## src/rtl/cpu_pkg.sv

```systemverilog
// Shared CPU definitions: operand width, M-extension SELECT codes and the
// muldiv sequencing states.
package cpu_pkg;

    localparam int CPU_XLEN = 32;

    localparam logic [5:0] ALU_MUL    = 6'b001000;
    localparam logic [5:0] ALU_MULH   = 6'b001001;
    localparam logic [5:0] ALU_MULHSU = 6'b001010;
    localparam logic [5:0] ALU_MULHU  = 6'b001011;
    localparam logic [5:0] ALU_DIV    = 6'b001100;
    localparam logic [5:0] ALU_DIVU   = 6'b001101;
    localparam logic [5:0] ALU_REM    = 6'b001110;
    localparam logic [5:0] ALU_REMU   = 6'b001111;

    typedef enum logic [2:0] {
        S_IDLE,
        S_MUL,
        S_DIV_RUN,
        S_DIV_FIX,
        S_DONE
    } md_state_e;

    // Every M-op lives in the 001xxx block of the SELECT space.
    function automatic logic is_mop(input logic [5:0] sel);
        return sel[5:3] == 3'b001;
    endfunction

endpackage

```

## src/rtl/div_core.sv

```systemverilog
// Unsigned restoring divider iterator: one quotient bit per step, MSB first.
// The caller handles signs, special cases and sequencing.
module div_core
    import cpu_pkg::*;
#(
    parameter int W = CPU_XLEN
) (
    input  logic         clk,
    input  logic         rst,
    input  logic         load,
    input  logic         step,
    input  logic [W-1:0] dividend,
    input  logic [W-1:0] divisor,
    output logic [W-1:0] quotient,
    output logic [W-1:0] remainder,
    output logic         last
);

    localparam int CW = $clog2(W);

    logic [W-1:0]  rem_q, rem_d;
    logic [W-1:0]  quo_q, quo_d;
    logic [W-1:0]  dvs_q, dvs_d;
    logic [CW-1:0] cnt_q, cnt_d;
    logic [W:0]    shifted;
    logic [W:0]    diff;

    // quo_q starts out holding the dividend; its MSB shifts into the partial
    // remainder while the new quotient bit enters at the LSB.
    always_comb begin
        rem_d   = rem_q;
        quo_d   = quo_q;
        dvs_d   = dvs_q;
        cnt_d   = cnt_q;
        shifted = {rem_q, quo_q[W-1]};
        diff    = shifted - {1'b0, dvs_q};
        if (load) begin
            rem_d = '0;
            quo_d = dividend;
            dvs_d = divisor;
            cnt_d = CW'(W - 1);
        end else if (step) begin
            if (!diff[W]) begin
                rem_d = diff[W-1:0];
                quo_d = {quo_q[W-2:0], 1'b1};
            end else begin
                rem_d = shifted[W-1:0];
                quo_d = {quo_q[W-2:0], 1'b0};
            end
            cnt_d = cnt_q - CW'(1);
        end
    end

    always_ff @(posedge clk) begin
        if (rst) begin
            cnt_q <= '0;
        end else begin
            cnt_q <= cnt_d;
        end
        rem_q <= rem_d;
        quo_q <= quo_d;
        dvs_q <= dvs_d;
    end

    assign quotient  = quo_q;
    assign remainder = rem_q;
    assign last      = (cnt_q == '0);

endmodule

```

## src/rtl/muldiv_unit.sv

```systemverilog
// Multi-cycle M-extension unit: registered 33x33 multiplier plus a sequential
// restoring divider, with DONE handshaking for the EX-stage stall logic.
module muldiv_unit
    import cpu_pkg::*;
#(
    parameter int XLEN      = CPU_XLEN,
    parameter bit EARLY_OUT = 1'b1
) (
    input  logic            CLK,
    input  logic            RESET,
    input  logic            START,
    input  logic            KILL,
    input  logic [5:0]      SELECT,
    input  logic [XLEN-1:0] DATA1,
    input  logic [XLEN-1:0] DATA2,
    output logic [XLEN-1:0] RESULT,
    output logic            BUSY,
    output logic            DONE
);

    localparam int PW = 2 * XLEN;
    localparam logic [XLEN-1:0] MIN_NEG = {1'b1, {(XLEN-1){1'b0}}};

    md_state_e       state_q, state_d;
    logic [1:0]      sel_q, sel_d;
    logic [XLEN-1:0] a_q, a_d;
    logic [XLEN-1:0] b_q, b_d;
    logic [XLEN-1:0] result_q, result_d;

    logic            accept;
    logic            in_signed;
    logic            in_special;
    logic [XLEN-1:0] mag1, mag2;

    logic            core_load, core_step, core_last;
    logic [XLEN-1:0] core_quo, core_rem;

    logic signed [XLEN:0]   mul_a, mul_b;
    logic signed [PW-1:0]   prod;

    logic            fix_signed, fix_div0, fix_ovf;
    logic [XLEN-1:0] q_fix, r_fix, fix_res;

    // Launch decode works on the live inputs; the divider loads magnitudes
    // on the same edge the operands are captured.
    always_comb begin
        accept     = (state_q == S_IDLE || state_q == S_DONE) && START
                     && is_mop(SELECT) && !KILL;
        in_signed  = !SELECT[0];
        in_special = (DATA2 == '0)
                     || (in_signed && DATA1 == MIN_NEG && DATA2 == '1);
        mag1       = (in_signed && DATA1[XLEN-1]) ? -DATA1 : DATA1;
        mag2       = (in_signed && DATA2[XLEN-1]) ? -DATA2 : DATA2;
    end

    // MUL/MULH are signed x signed, MULHSU signed x unsigned, MULHU unsigned.
    always_comb begin
        mul_a = {(sel_q != 2'b11) & a_q[XLEN-1], a_q};
        mul_b = {(sel_q[1] == 1'b0) & b_q[XLEN-1], b_q};
        prod  = PW'(mul_a) * PW'(mul_b);
    end

    // Sign correction and RISC-V special cases for the divide result.
    always_comb begin
        fix_signed = !sel_q[0];
        fix_div0   = (b_q == '0);
        fix_ovf    = fix_signed && a_q == MIN_NEG && b_q == '1;
        q_fix      = (fix_signed && (a_q[XLEN-1] ^ b_q[XLEN-1])) ? -core_quo : core_quo;
        r_fix      = (fix_signed && a_q[XLEN-1]) ? -core_rem : core_rem;
        if (fix_div0) begin
            fix_res = sel_q[1] ? a_q : '1;
        end else if (fix_ovf) begin
            fix_res = sel_q[1] ? '0 : MIN_NEG;
        end else begin
            fix_res = sel_q[1] ? r_fix : q_fix;
        end
    end

    always_comb begin
        state_d   = state_q;
        sel_d     = sel_q;
        a_d       = a_q;
        b_d       = b_q;
        result_d  = result_q;
        core_load = 1'b0;
        core_step = 1'b0;
        case (state_q)
            S_IDLE, S_DONE: begin
                state_d = S_IDLE;
                if (accept) begin
                    sel_d = SELECT[1:0];
                    a_d   = DATA1;
                    b_d   = DATA2;
                    if (!SELECT[2]) begin
                        state_d = S_MUL;
                    end else begin
                        core_load = 1'b1;
                        state_d   = (EARLY_OUT && in_special) ? S_DIV_FIX : S_DIV_RUN;
                    end
                end
            end
            S_MUL: begin
                result_d = (sel_q == 2'b00) ? prod[XLEN-1:0] : prod[PW-1:XLEN];
                state_d  = S_DONE;
            end
            S_DIV_RUN: begin
                core_step = 1'b1;
                if (core_last) begin
                    state_d = S_DIV_FIX;
                end
            end
            S_DIV_FIX: begin
                result_d = fix_res;
                state_d  = S_DONE;
            end
            default: state_d = S_IDLE;
        endcase
        // A flush abandons the op but leaves the last delivered result visible.
        if (KILL) begin
            state_d   = S_IDLE;
            result_d  = result_q;
            core_step = 1'b0;
        end
    end

    always_ff @(posedge CLK) begin
        if (RESET) begin
            state_q  <= S_IDLE;
            result_q <= '0;
        end else begin
            state_q  <= state_d;
            result_q <= result_d;
        end
        sel_q <= sel_d;
        a_q   <= a_d;
        b_q   <= b_d;
    end

    div_core #(
        .W(XLEN)
    ) u_div_core (
        .clk      (CLK),
        .rst      (RESET),
        .load     (core_load),
        .step     (core_step),
        .dividend (mag1),
        .divisor  (mag2),
        .quotient (core_quo),
        .remainder(core_rem),
        .last     (core_last)
    );

    assign RESULT = result_q;
    assign BUSY   = (state_q == S_MUL) || (state_q == S_DIV_RUN) || (state_q == S_DIV_FIX);
    assign DONE   = (state_q == S_DONE);

endmodule

```

## config.mk

```make
export PLATFORM = sky130hd
export DESIGN_NAME = muldiv_unit
export DESIGN_NICKNAME = d
export VERILOG_FILES = /design/src/rtl/cpu_pkg.sv /design/src/rtl/div_core.sv /design/src/rtl/muldiv_unit.sv
export SDC_FILE = /design/constraint.sdc
export NUM_CORES = 2
export LEC_CHECK = 0
export ABC_AREA = 1
export CAP_MARGIN = 20
export CORE_MARGIN = 2
export CORE_UTILIZATION = 55
export DETAILED_ROUTE_END_ITERATION = 6
export GPL_TIMING_DRIVEN = 0
export PLACE_DENSITY = 0.72
export SLEW_MARGIN = 30
export SYNTH_ARGS = -nofsm -noshare
export SYNTH_HDL_FRONTEND = slang
export SYNTH_HIERARCHICAL = 1
export SYNTH_SLANG_ARGS = --single-unit
```

## constraint.sdc

```tcl
create_clock -name CLK -period 22.8 [get_ports CLK]
set_clock_uncertainty 0.05 [all_clocks]
set_input_delay 3.42 -clock CLK [delete_from_list [all_inputs] [get_ports CLK]]
set_output_delay 3.42 -clock CLK [all_outputs]
set_load 0.005 [all_outputs]
```

==> flow_summary.json <==
{
  "cp.required_ns": 23.23,
  "grt_overflow": 0,
  "status": "complete, but fails checks",
  "drt-total-wl_um": 246000,
  "drive_gt1_share_pct": 3.60,
  "netlist_instances": 7559,
  "h-tree-depth": 1,
  "ys_dominant_reg_cell": "edfxtp_1",
  "switchingPower_mw": 5.46,
  "die_w_um": 322,
  "whs_ns": 0.421,
  "crit_type": "flip-flop to flip-flop",
  "die_area_um2": 104000,
  "violations": "DRC",
  "rows": 116,
  "ys_seq_area_share_pct": 9.59,
  "clock_sinks": 202,
  "hp-start": "RESULT[28]",
  "routedWlPerCell_um": 27.0,
  "cts_root_buffer": "clkbuf_16",
  "hold_viol_final": 0,
  "gp_congestion": 1.10,
  "hold_buffers": 0,
  "ir_drop_uv": 250,
  "timing.rr.start": "sel_q[0]",
  "crit_fanout": 12,
  "clkTransAtPathRegs_ns": 0.07,
  "vias": 52313,
  "synthToLayoutAreaGrowth_pct": 6.72,
  "cp.arrival_ns": 10.70,
  "pwr-share-comb_pct": 90.7,
  "numCtsBuffers": 23,
  "fin_tns_setup_ns": 0,
  "slew_headroom_pct": 21.0,
  "final_common_cell": "nand2_1",
  "drv_cap": 0,
  "startpoint_type": "flip-flop",
  "p_leak_nw": 33.0,
  "crit_family": "adder cells",
  "cts_tree": "done",
  "max_slew.worst_pin.slew_ns": 1.18,
  "crit_start": "sel_q[0]",
  "fin_util_pct": 59.3,
  "ios": 108,
  "setup_viol": 0,
  "report.final.slew_viol_count": 0,
  "crit_slowest_cell": "fa_1",
  "core_area_um2": 100000,
  "crit_cells": 29,
  "power.internal_mw": 2.83,
  "regArea_um2": 5350,
  "grt_max_degree": 34,
  "timing.rr.end": "RESULT[31]",
  "swShare_pct": 65.9,
  "syn_nets": 9011,
  "synth-edff-count": 130,
  "crit_top_cell": "fa_1",
  "hold_class": "flip-flop to flip-flop",
  "cp-end-kind": "flip-flop",
  "power_frac_clock_pct": 4.5,
  "synth_area_um2": 55800,
  "endpoint": "RESULT[31]",
  "nFillCells": 9501,
  "drtIter0Drc": 6592,
  "cts.path.max_buffers": 3,
  "rsz0062_at_grt": "false",
  "crit_buf_inv": 8,
  "post-route-period-util_pct": 45.0,
  "grt_antenna_before_repair": 14,
  "max_stage_delay_ns": 0.81,
  "cts_resized": 0,
  "postSynthAreaPerCell_um2": 7.38,
  "grt_pass1_wl_um": 354000,
  "fmax_mhz": 97.4,
  "grtUsageTotal_pct": 48.2,
  "synthArstFlopShare_pct": 0,
  "pre_cts_slack_ns": 12.80,
  "ys.warnings.count": 6,
  "synth_seq_cells": 202,
  "seqPwrFrac_pct": 4.8,
  "pwr_density_cell_nw_per_um2": 139,
  "rrSetupSlack_ns": 12.53,
  "grt_pass1_vias": 52602,
  "clock_latency_ns": 0.56,
  "multi_input_area_um2": 41500,
  "start_util_pct": 55.6,
  "drc": 9,
  "timing.final.ws_setup_ns": 12.53,
  "fin_crit_ns": 10.27,
  "ff2ff_path_depth": 29,
  "port_buffers": 107,
  "dpl.hpwl_um": 203000,
  "synth.distinct_cells": 52,
  "firstDrtPassIters": 7,
  "antenna_left": 0,
  "nets": 9148,
  "fp.dieH_um": 322,
  "final_cell_mix": "nand2_1 (2269), inv_1 (1994), fa_1 (1125), nor2_1 (381), nand3_1 (270)",
  "post-cts-setup-buffer-count": 0,
  "viasPerCell": 5.76
}
-- how the worst min path moves through the flow --
stage / endpoint / cells past startpoint
after detailed placement: RESULT[28] / 2
after global routing: RESULT[28] / 2
final: RESULT[28] / 2
after CTS: RESULT[28] / 2
after floorplan: u_div_core/cnt_q[3] / 2
after global placement: RESULT[28] / 2
-- final cells by class --
class                   instances  share of cell area [%]
clock buffers                  26                    1.00
plain buffers                 330                    2.55
diodes                         14                  0.0589
flip-flops and latches        202                    8.98
inverters                    2007                    12.7
repair buffers                112                    1.98
well taps                    1357                    2.85
multi-input cells            5020                    69.7
clock inverters                16                   0.231
-- sequential cells by signal, indices dropped and copies added, names as in the netlist --
name and flops:
RESULT 32, b_q 32, a_q 32, u_div_core/dvs_q 32, sel_q 2, u_div_core/quotient 32, state_q 3, u_div_core/remainder 32
u_div_core/cnt_q 5
-- metrics by stage --
step                      cells  power [mW]  cell area [µm²]
final                      9084        8.29            59500
after global routing       9071        8.79            59500
after CTS                  9070        8.02            59500
after detailed placement   9028        7.60            58700
after global placement     9023        7.60            58500
after floorplan            7559        4.58            55800
-- power groups by stage --
stage | Clock, mW | Sequential (mW) | Combinational (mW)
detailed placement | 0 | 0.402 | 7.20
global route | 0.385 | 0.394 | 8.01
global placement | 0 | 0.402 | 7.20
finish | 0.373 | 0.394 | 7.52
CTS | 0.374 | 0.394 | 7.25
floorplan | 0 | 0.402 | 4.18
-- Yosys cell counts, types with 9 or more instances --
| cell type | number | area [µm²] |
|---|---|---|
| xnor2_1 | 37 | 324 |
| o21bai_1 | 25 | 188 |
| buf_6 | 12 | 135 |
| nand2_1 | 2269 | 8520 |
| o21ai_1 | 12 | 60.1 |
| xor2_1 | 48 | 420 |
| clkbuf_1 | 233 | 875 |
| inv_1 | 1996 | 7490 |
| nand4_1 | 67 | 419 |
| nand3b_1 | 11 | 82.6 |
| edfxtp_1 | 130 | 3900 |
| inv_2 | 9 | 33.8 |
| buf_2 | 67 | 335 |
| nor3_1 | 46 | 230 |
| a21oi_1 | 215 | 1080 |
| fa_1 | 1126 | 22500 |
| and2_1 | 9 | 56.3 |
| nor2_2 | 15 | 93.8 |
| nand3_2 | 11 | 110 |
| nand2_2 | 11 | 68.8 |
| o21ai_0 | 131 | 656 |
| nand3_1 | 270 | 1350 |
| ha_1 | 252 | 3150 |
| buf_1 | 13 | 48.8 |
| a31oi_1 | 12 | 75.1 |
| nor2_1 | 383 | 1440 |
| dfxtp_1 | 72 | 1440 |
-- kinds of logic after synthesis --
logic type               count (synthesis)  share of synthesized area [%]
AO/OA/AOI/OAI                          426                           4.14
AND/OR/NAND/NOR                       3131                           22.8
flip-flops                             202                           9.59
adder cells (fa/ha/maj)               1378                           46.1
XOR/XNOR                                85                           1.34
buffers and inverters                 2337                           16.1
-- tightest hold or removal path: cells and delay by family, from the launching register on --
| kind | cells | cell delay (ns) |
|---|---|---|
| flip-flops | 1 | 0.31 |
| AND/OR/NAND/NOR | 1 | 0.06 |
| AO/OA/AOI/OAI | 1 | 0.06 |
-- layer usage --
metal,vias up,track usage (%),share of wire (%)
li1,22106,-,-
met1,25391,58.0,34
met2,3754,69.8,41
met3,1046,17.7,14
met4,16,38.2,10
met5,-,0,0.042
(Power assumes the default switching activity.)
